### config.mk
export PLATFORM = sky130hd
export DESIGN_NAME = transition_word_gen
export DESIGN_NICKNAME = d
export VERILOG_FILES = /design/src/rtl/transition_word_gen.sv
export SDC_FILE = /design/constraint.sdc
export NUM_CORES = 1
export LEC_CHECK = 0
export ABC_CLOCK_PERIOD_IN_PS = 5500
export CORE_MARGIN = 5
export CORE_UTILIZATION = 25
export CTS_CLUSTER_DIAMETER = 80
export DETAILED_ROUTE_END_ITERATION = 7
export PLACE_DENSITY = 0.51
export SLEW_MARGIN = 20
export SYNTH_ARGS = -nofsm -noshare
export SYNTH_HDL_FRONTEND = slang
export SYNTH_SLANG_ARGS = --single-unit
### constraint.sdc
create_clock -name CLK -period 5.5 [get_ports CLK]
set_input_delay 1.1 -clock CLK [delete_from_list [all_inputs] [get_ports CLK]]
set_output_delay 1.1 -clock CLK [all_outputs]
set_load 0.01 [all_outputs]
### src/rtl/transition_word_gen.sv
// Enumerates, in ascending order, every 10-bit word whose adjacent-bit
// transition count equals the loaded Target, handing each one over with a Valid/Next handshake.
module transition_word_gen (
    input  logic       CLK,
    input  logic       Clear,
    input  logic       Load,
    input  logic [3:0] Target,
    input  logic       Next,
    output logic [9:0] Data,
    output logic       Valid,
    output logic       Busy,
    output logic       Done,
    output logic [9:0] Found
);

    typedef enum logic [1:0] {
        IDLE   = 2'd0,
        SEARCH = 2'd1,
        HOLD   = 2'd2,
        DONE   = 2'd3
    } state_t;

    localparam logic [3:0] MAX_TRANSITIONS = 4'd9;

    state_t     state_q;
    logic [9:0] cand_q;
    logic [3:0] target_q;
    logic [9:0] data_q;
    logic       valid_q;
    logic       busy_q;
    logic       done_q;
    logic [9:0] found_q;

    logic [9:0] cand_d;
    logic [3:0] cand_trans;
    logic       cand_match;
    logic       cand_last;

    function automatic logic [3:0] transitions(input logic [9:0] w);
        logic [8:0] diff;
        logic [3:0] cnt;
        diff = w[9:1] ^ w[8:0];
        cnt  = 4'd0;
        for (int i = 0; i < 9; i++) begin
            cnt = cnt + {3'd0, diff[i]};
        end
        return cnt;
    endfunction

    assign cand_trans = transitions(cand_q);
    assign cand_match = (cand_trans == target_q);
    assign cand_last  = &cand_q;
    assign cand_d     = cand_q + 10'd1;

    // Load outranks every state-specific action, including a Next in HOLD.
    always_ff @(posedge CLK or negedge Clear) begin
        if (!Clear) begin
            state_q  <= IDLE;
            cand_q   <= 10'd0;
            target_q <= 4'd0;
            data_q   <= 10'd0;
            valid_q  <= 1'b0;
            busy_q   <= 1'b0;
            done_q   <= 1'b0;
            found_q  <= 10'd0;
        end else if (Load) begin
            target_q <= Target;
            cand_q   <= 10'd0;
            found_q  <= 10'd0;
            valid_q  <= 1'b0;
            if (Target > MAX_TRANSITIONS) begin
                state_q <= DONE;
                busy_q  <= 1'b0;
                done_q  <= 1'b1;
            end else begin
                state_q <= SEARCH;
                busy_q  <= 1'b1;
                done_q  <= 1'b0;
            end
        end else begin
            case (state_q)
                IDLE: begin
                    state_q <= IDLE;
                end
                SEARCH: begin
                    if (cand_match) begin
                        data_q  <= cand_q;
                        valid_q <= 1'b1;
                        found_q <= found_q + 10'd1;
                        state_q <= HOLD;
                    end else if (cand_last) begin
                        state_q <= DONE;
                        busy_q  <= 1'b0;
                        done_q  <= 1'b1;
                    end else begin
                        cand_q  <= cand_d;
                    end
                end
                HOLD: begin
                    if (Next) begin
                        valid_q <= 1'b0;
                        if (cand_last) begin
                            state_q <= DONE;
                            busy_q  <= 1'b0;
                            done_q  <= 1'b1;
                        end else begin
                            cand_q  <= cand_d;
                            state_q <= SEARCH;
                        end
                    end
                end
                DONE: begin
                    state_q <= DONE;
                end
                default: begin
                    state_q <= IDLE;
                    busy_q  <= 1'b0;
                    done_q  <= 1'b0;
                    valid_q <= 1'b0;
                end
            endcase
        end
    end

    assign Data  = data_q;
    assign Valid = valid_q;
    assign Busy  = busy_q;
    assign Done  = done_q;
    assign Found = found_q;

endmodule

==> results of run 1 <==
## Yosys cell counts, types with 3 or more instances
cell type,instances
nand2_1,42
dfrtp_1,39
inv_1,15
ha_1,13
nand3_1,12
a21oi_1,8
clkbuf_1,8
and3_1,6
nor2_1,6
o21ai_0,6
or3_1,6
a211o_1,5
nor3_1,5
fa_1,4
mux2_2,4
nand4_1,4
o31ai_1,4
a21o_1,3
a311o_1,3
nor2b_1,3
o211ai_1,3
or4_1,3
xnor2_1,3
## state kept, by name (all words and copies together) (netlist names)
| name | flops |
|---|---|
| target_q | 4 |
| state_q | 2 |
| Busy | 1 |
| cand_q | 10 |
| Data | 10 |
| Valid | 1 |
| Found | 10 |
| Done | 1 |
## stage by stage
step                area, sq um  cells  hold slack, ns  power [uW]
finish                     2770    374           0.468         835
global route               2770    374           0.484         902
CTS                        2770    374           0.472         849
detailed placement         2690    366           0.454         650
global placement           2690    366           0.454         647
floorplan                  2290    236           0.499         547
## kinds of logic after synthesis
logic type | count (synthesis) | share of synthesized area, %
and+or+nand+nor | 102 | 23.6
buffers and inverters | 25 | 4.49
DFF | 39 | 42.7
muxes | 4 | 1.97
adders and majority gates | 17 | 10.6
xor gates and xnor gates | 6 | 2.90
AOI/OAI and AO/OA | 43 | 13.7
## how the worst max path moves through the flow
stage,end,slack [ns]
finish,Found[9],0.65
global route,Found[8],0.31
CTS,Found[4],0.63
detailed placement,Found[9],0.60
global placement,Found[4],0.76
floorplan,Found[4],1.05
## area by class of cell
| cell class | instances | area [sq um] |
|---|---|---|
| fill | 904 | 6040 |
| multi-input combinational | 172 | 1210 |
| sequential | 39 | 976 |
| timing repair buffer | 32 | 310 |
| tap | 108 | 135 |
| clock buffer | 5 | 68.8 |
| inverter | 15 | 56.3 |
| clock inverter | 3 | 15.0 |
## worst max-delay path, delay by kind of cell (launching register included)
kind | cells | cell delay [ns]
buffers and inverters | 1 | 0.05
XOR/XNOR | 1 | 0.42
AO/OA/AOI/OAI | 1 | 0.15
AND/OR/NAND/NOR | 3 | 1.24
flip-flops | 1 | 0.43
adder cells (fa/ha/maj) | 6 | 2.50
## where the power goes
part           switching, uW  leakage [uW]  internal [uW]
Sequential              36.1      0.000520            324
Combinational            149      0.000690            130
Clock                    109     0.0000477           87.0
Total                    294       0.00126            541
## routing by layer
layer  global-route usage (%)  vias to the layer above  part of all wire, %  wire length [um]
met1                     12.8                      895                   46              2430
met2                     16.9                       28                   48              2530
met5                        0                        -                    0                 0
li1                         -                      893                    -                 -
met3                     2.69                        6                  4.4               229
met4                     2.78                        0                 0.78                41
==> metrics.csv, run 1 <==
stage,metric,value,unit
outcome,status,finished clean,
layout,final_common_cell,nand2_1,
global_routing,antenna_found_initial,0,
worst_hold_path,min_to,Data[1],
drt,drc_errors,0,
yosys,synthDistinctLibCells,46,
setup_path,crit_chain,"ha_1, ha_1, inv_1, fa_1, fa_1, fa_1, fa_1, xnor3_1, nor4_4, nand3_2, or4_1, a21oi_1",
placement,preCtsSetupSlack,0.602,ns
layout,syn2layout_area_growth,21.1,%
drt,viasPerCell,4.87,
worst_hold_path,worstHoldPathType,flip-flop to flip-flop,
drt,routed_wl,5.23,mm
clock_network,postCtsResizedCells,0,
yosys,yosys.area.top_type,dfrtp_1,
clock_network,insertion_delay,0.30,ns
timing,finalCriticalPeriod,4.85,ns
yosys,netlist_area,0.00229,sq mm
layout,post-route-util,31.4,%
global_routing,overflow,0,
timing,slew_headroom,39.3,%
timing,tightest_slew,0.911,ns
global_routing,grt_pass1_vias,1855,
clock_network,root_buffer,clkbuf_8,
yosys,mappedNetlistNets,261,
drt,vias,1822,
drt,ant_nets,0,
global_routing,grt_max_degree,40,
layout,layout-drive-gt1-share,7.89,%
timing,rsz0062_at_grt,no,
yosys,yosys_warnings,0,
setup_path,crit_arrival,5.08,ns
die,core-area,0.00881,sq mm
yosys,ys_top_cells_by_area,"dfrtp_1, ha_1, nand2_1, fa_1, nand3_1",
setup_path,rrSetupSlack,0.65,ns
yosys,async_flop_share,100,%
yosys,synth_edf_count,0,
worst_hold_path,holdCritStartpoint,Data[1],
setup_path,worstPathRequired,5.73,ns
clock_network,path_clk_slew,0.09,ns
die,die_area,0.0112,sq mm
worst_hold_path,min_path_cells,2,
setup_path,cp_max_fo,20,
placement,port_buffers,30,
drt,dr.pass1.iters,4,
yosys,synth_top_flop_cell,dfrtp_1,
die,initial_utilization,26.0,%
global_routing,grt_usage,10.1,%
setup_path,rr_endpoint,Found[9],
setup_path,critPathMaxStageDelay,0.57,ns
clock_network,cts_tree,yes,
yosys,synthCells,236,
placement,hpwl,3.84,mm
layout,layout_common_cells,"nand2_1, dfrtp_1, clkdlybuf4s50_1",
yosys,synthDominantCellAreaShare,42.7,%
clock_network,cts_num_sinks,39,
clock_network,post_cts_buffers,0,
setup_path,end_kind,flip-flop,
pwr,powerDensity,302,mW/mm^2
die,row_count,34,
die,ios,31,
setup_path,worstRegToRegCells,12,
clock_network,htreeDepth,2,
layout,nets,290,
setup_path,slowest_stage,or4_1,
yosys,synth.avg_cell_area,9.69,sq um
setup_path,cp-startpoint,cand_q[3],
setup_path,startpoint_type,flip-flop,
setup_path,crit_path_frequent_cell,fa_1,
die,die_h,106,um
pwr,peakVddDrop,103,uV
drt,avgRoutedWirePerCell,14.0,um
drt,drtIter0Drc,81,
timing,timing.setup.tns,0,ns
clock_network,cts.hold.buffers_added,0,
clock_network,cts_buffer_depth,2,
yosys,ys_ff_latch,39,
placement,place.gp.congestion,0.784,
pwr,leakage,0.00126,uW
timing,drv_slew,0,
timing,setup_viol,0,
clock_network,cts_made_buffers,5,
global_routing,grt_first_pass_wirelength,9.19,mm
die,die_w,106,um
yosys,yosysSeqAreaShare,42.7,%
run,maxCapViolations,0,
layout,antenna_cells,0,
setup_path,critical_path_class,flip-flop to flip-flop,
timing,layout_setup_ws,0.650,ns
setup_path,rr_startpoint,cand_q[3],
timing,fin_skew,0.0114,ns
timing,post-route-period-util,88.2,%
timing,hold_viol,0,
timing,fmax,206,MHz
(Power assumes the default switching activity.)
==> inputs of run 2 (changes only) <==
--- a/config.mk
+++ b/config.mk
@@ -6,6 +6,7 @@
 export NUM_CORES = 1
 export LEC_CHECK = 0
 export ABC_CLOCK_PERIOD_IN_PS = 5500
+export CORE_ASPECT_RATIO = 0.7
 export CORE_MARGIN = 5
 export CORE_UTILIZATION = 25
 export CTS_CLUSTER_DIAMETER = 80
==> run 2 against run 1 <==
Compared with the run above:
- critical path type unchanged
- highest routed layer unchanged
- clock power rose by 60%
- total power up 14%
- core utilization rose by 0.48 points
- combinational power hardly changed
- sequential power grew 1%
- sequential share of layout area down 1.3 points
- non-clock buffer count increased by 1
==> metrics.csv, run 2 (synthesis results as in run 1) <==
stage,metric,value,unit,change
outcome,status,finished clean,,
die,die_h,90.0,um,-15%
timing,slew_headroom,38.3,%,-1.0 points
pwr,leakage,0.00129,uW,+2.7%
global_routing,antenna_found_initial,0,,unchanged
setup_path,cp_max_fo,20,,unchanged
timing,timing.setup.tns,0,ns,unchanged
global_routing,grt_max_degree,40,,unchanged
timing,fin_skew,0.00743,ns,-0.00396 ns
timing,rsz0062_at_grt,no,,
pwr,powerDensity,332,mW/mm^2,+10%
die,initial_utilization,25.4,%,-0.56 points
layout,syn2layout_area_growth,25.7,%,
placement,place.gp.congestion,0.765,,-2.4%
layout,multi_input_area,0.00121,sq mm,unchanged
drt,routed_wl,5.45,mm,+4.2%
timing,hold_viol,0,,unchanged
global_routing,overflow,0,,unchanged
clock_network,cts_tree,yes,,
setup_path,end_kind,flip-flop,,
layout,post-route-util,31.9,%,+0.48 points
die,die_area,0.0112,sq mm,+0.27%
setup_path,rrSetupSlack,0.63,ns,-0.02 ns
timing,setup_viol,0,,unchanged
timing,tightest_slew,0.926,ns,+0.0150 ns
layout,nets,291,,+0.34%
clock_network,cts_num_sinks,39,,unchanged
clock_network,root_buffer,clkbuf_16,,
clock_network,cts_made_buffers,5,,unchanged
clock_network,insertion_delay,0.29,ns,about the same
drt,avgRoutedWirePerCell,13.9,um,-0.29%
drt,vias,1815,,-0.38%
global_routing,grt_first_pass_wirelength,9.52,mm,+3.5%
timing,whs,0.468,ns,-0.000152 ns
worst_hold_path,worstHoldPathType,flip-flop to flip-flop,,
placement,preCtsSetupSlack,0.598,ns,-0.00412 ns
clock_network,cts_buffer_depth,2,,unchanged
drt,drtIter0Drc,146,,+80%
layout,layout-drive-gt1-share,8.24,%,+0.34 points
placement,port_buffers,30,,unchanged
global_routing,grt_pass1_vias,1819,,-1.9%
pwr,peakVddDrop,113,uV,+10%
die,row_count,29,,-15%
die,die_w,124,um,+18%
setup_path,crit_arrival,5.08,ns,about the same
layout,regArea,976,sq um,unchanged
layout,layout_common_cells,"nand2_1, dfrtp_1, clkdlybuf4s50_1",,
worst_hold_path,min_path_cells,2,,unchanged
layout,nFillCells,985,,+9.0%
placement,placed_cells,383,,+4.6%
timing,post-route-period-util,88.6,%,+0.40 points
run,maxCapViolations,0,,unchanged
setup_path,worstRegToRegCells,12,,unchanged
drt,viasPerCell,4.64,,-4.7%
clock_network,cts.hold.buffers_added,0,,unchanged
drt,drc_errors,0,,unchanged
setup_path,worstPathRequired,5.71,ns,-0.02 ns
layout,antenna_cells,0,,unchanged
placement,hpwl,3.90,mm,+1.6%
drt,ant_nets,0,,unchanged
clock_network,postCtsResizedCells,0,,unchanged
timing,layout_setup_ws,0.628,ns,-0.0221 ns
clock_network,post_cts_buffers,0,,unchanged
clock_network,htreeDepth,2,,unchanged
clock_network,path_clk_slew,0.06,ns,-0.03 ns
layout,final_cells,391,,+4.5%
setup_path,startpoint_type,flip-flop,,
timing,drv_slew,0,,unchanged
setup_path,critical_path_class,flip-flop to flip-flop,,
layout,final_common_cell,nand2_1,,
timing,fmax,205,MHz,-0.45%
die,core-area,0.00900,sq mm,+2.2%
timing,finalCriticalPeriod,4.87,ns,+0.0221 ns
die,ios,31,,unchanged
drt,dr.pass1.iters,4,,unchanged
global_routing,grt_usage,10.3,%,+0.24 points
[run 2: stage by stage]
stage,power (uW),area (sq um)
6_report,955,2870
5_1_grt,1020,2870
4_1_cts,970,2870
3_5_place_dp,649,2710
3_3_place_gp,653,2710
2_1_floorplan,547,2290
[run 2: layout make-up]
class,count,area share [%]
sequential,39,34.0
timing repair buffer,33,11.1
clock inverter,1,0.261
clock buffer,7,5.31
multi-input combinational,172,42.0
inverter,15,1.96
tap,124,5.40
[run 2: layer usage]
metal | track usage [%] | share of wire (%)
met1 | 15.4 | 54
met2 | 14.3 | 40
met3 | 2.90 | 4.1
met4 | 3.01 | 1.2
met5 | 0 | 0
[run 2: critical path, cell delays in order (launching register included)]
cell	delay, ns
dfrtp_1	0.43
ha_1	0.32
ha_1	0.28
inv_1	0.05
fa_1	0.50
fa_1	0.52
fa_1	0.50
fa_1	0.39
xnor3_1	0.41
nor4_4	0.30
nand3_2	0.36
or4_1	0.58
a21oi_1	0.15
[run 2: where the power goes]
part | internal (uW) | switching (uW) | total (uW) | leakage (uW)
Sequential | 325 | 39.1 | 364 | 0.000520
Clock | 193 | 121 | 314 | 0.0000761
Combinational | 129 | 149 | 278 | 0.000695
Total | 647 | 308 | 955 | 0.00129
[run 2: final timing paths]
check	startpoint	to
worst max-delay path	cand_q[3]	Found[9]
worst min-delay path	Data[6]	Data[6]
worst max register to register	cand_q[3]	Found[9]
worst min register to register	Data[6]	Data[6]
max in group asynchronous	Clear	cand_q[6]
min in group asynchronous	Clear	cand_q[8]
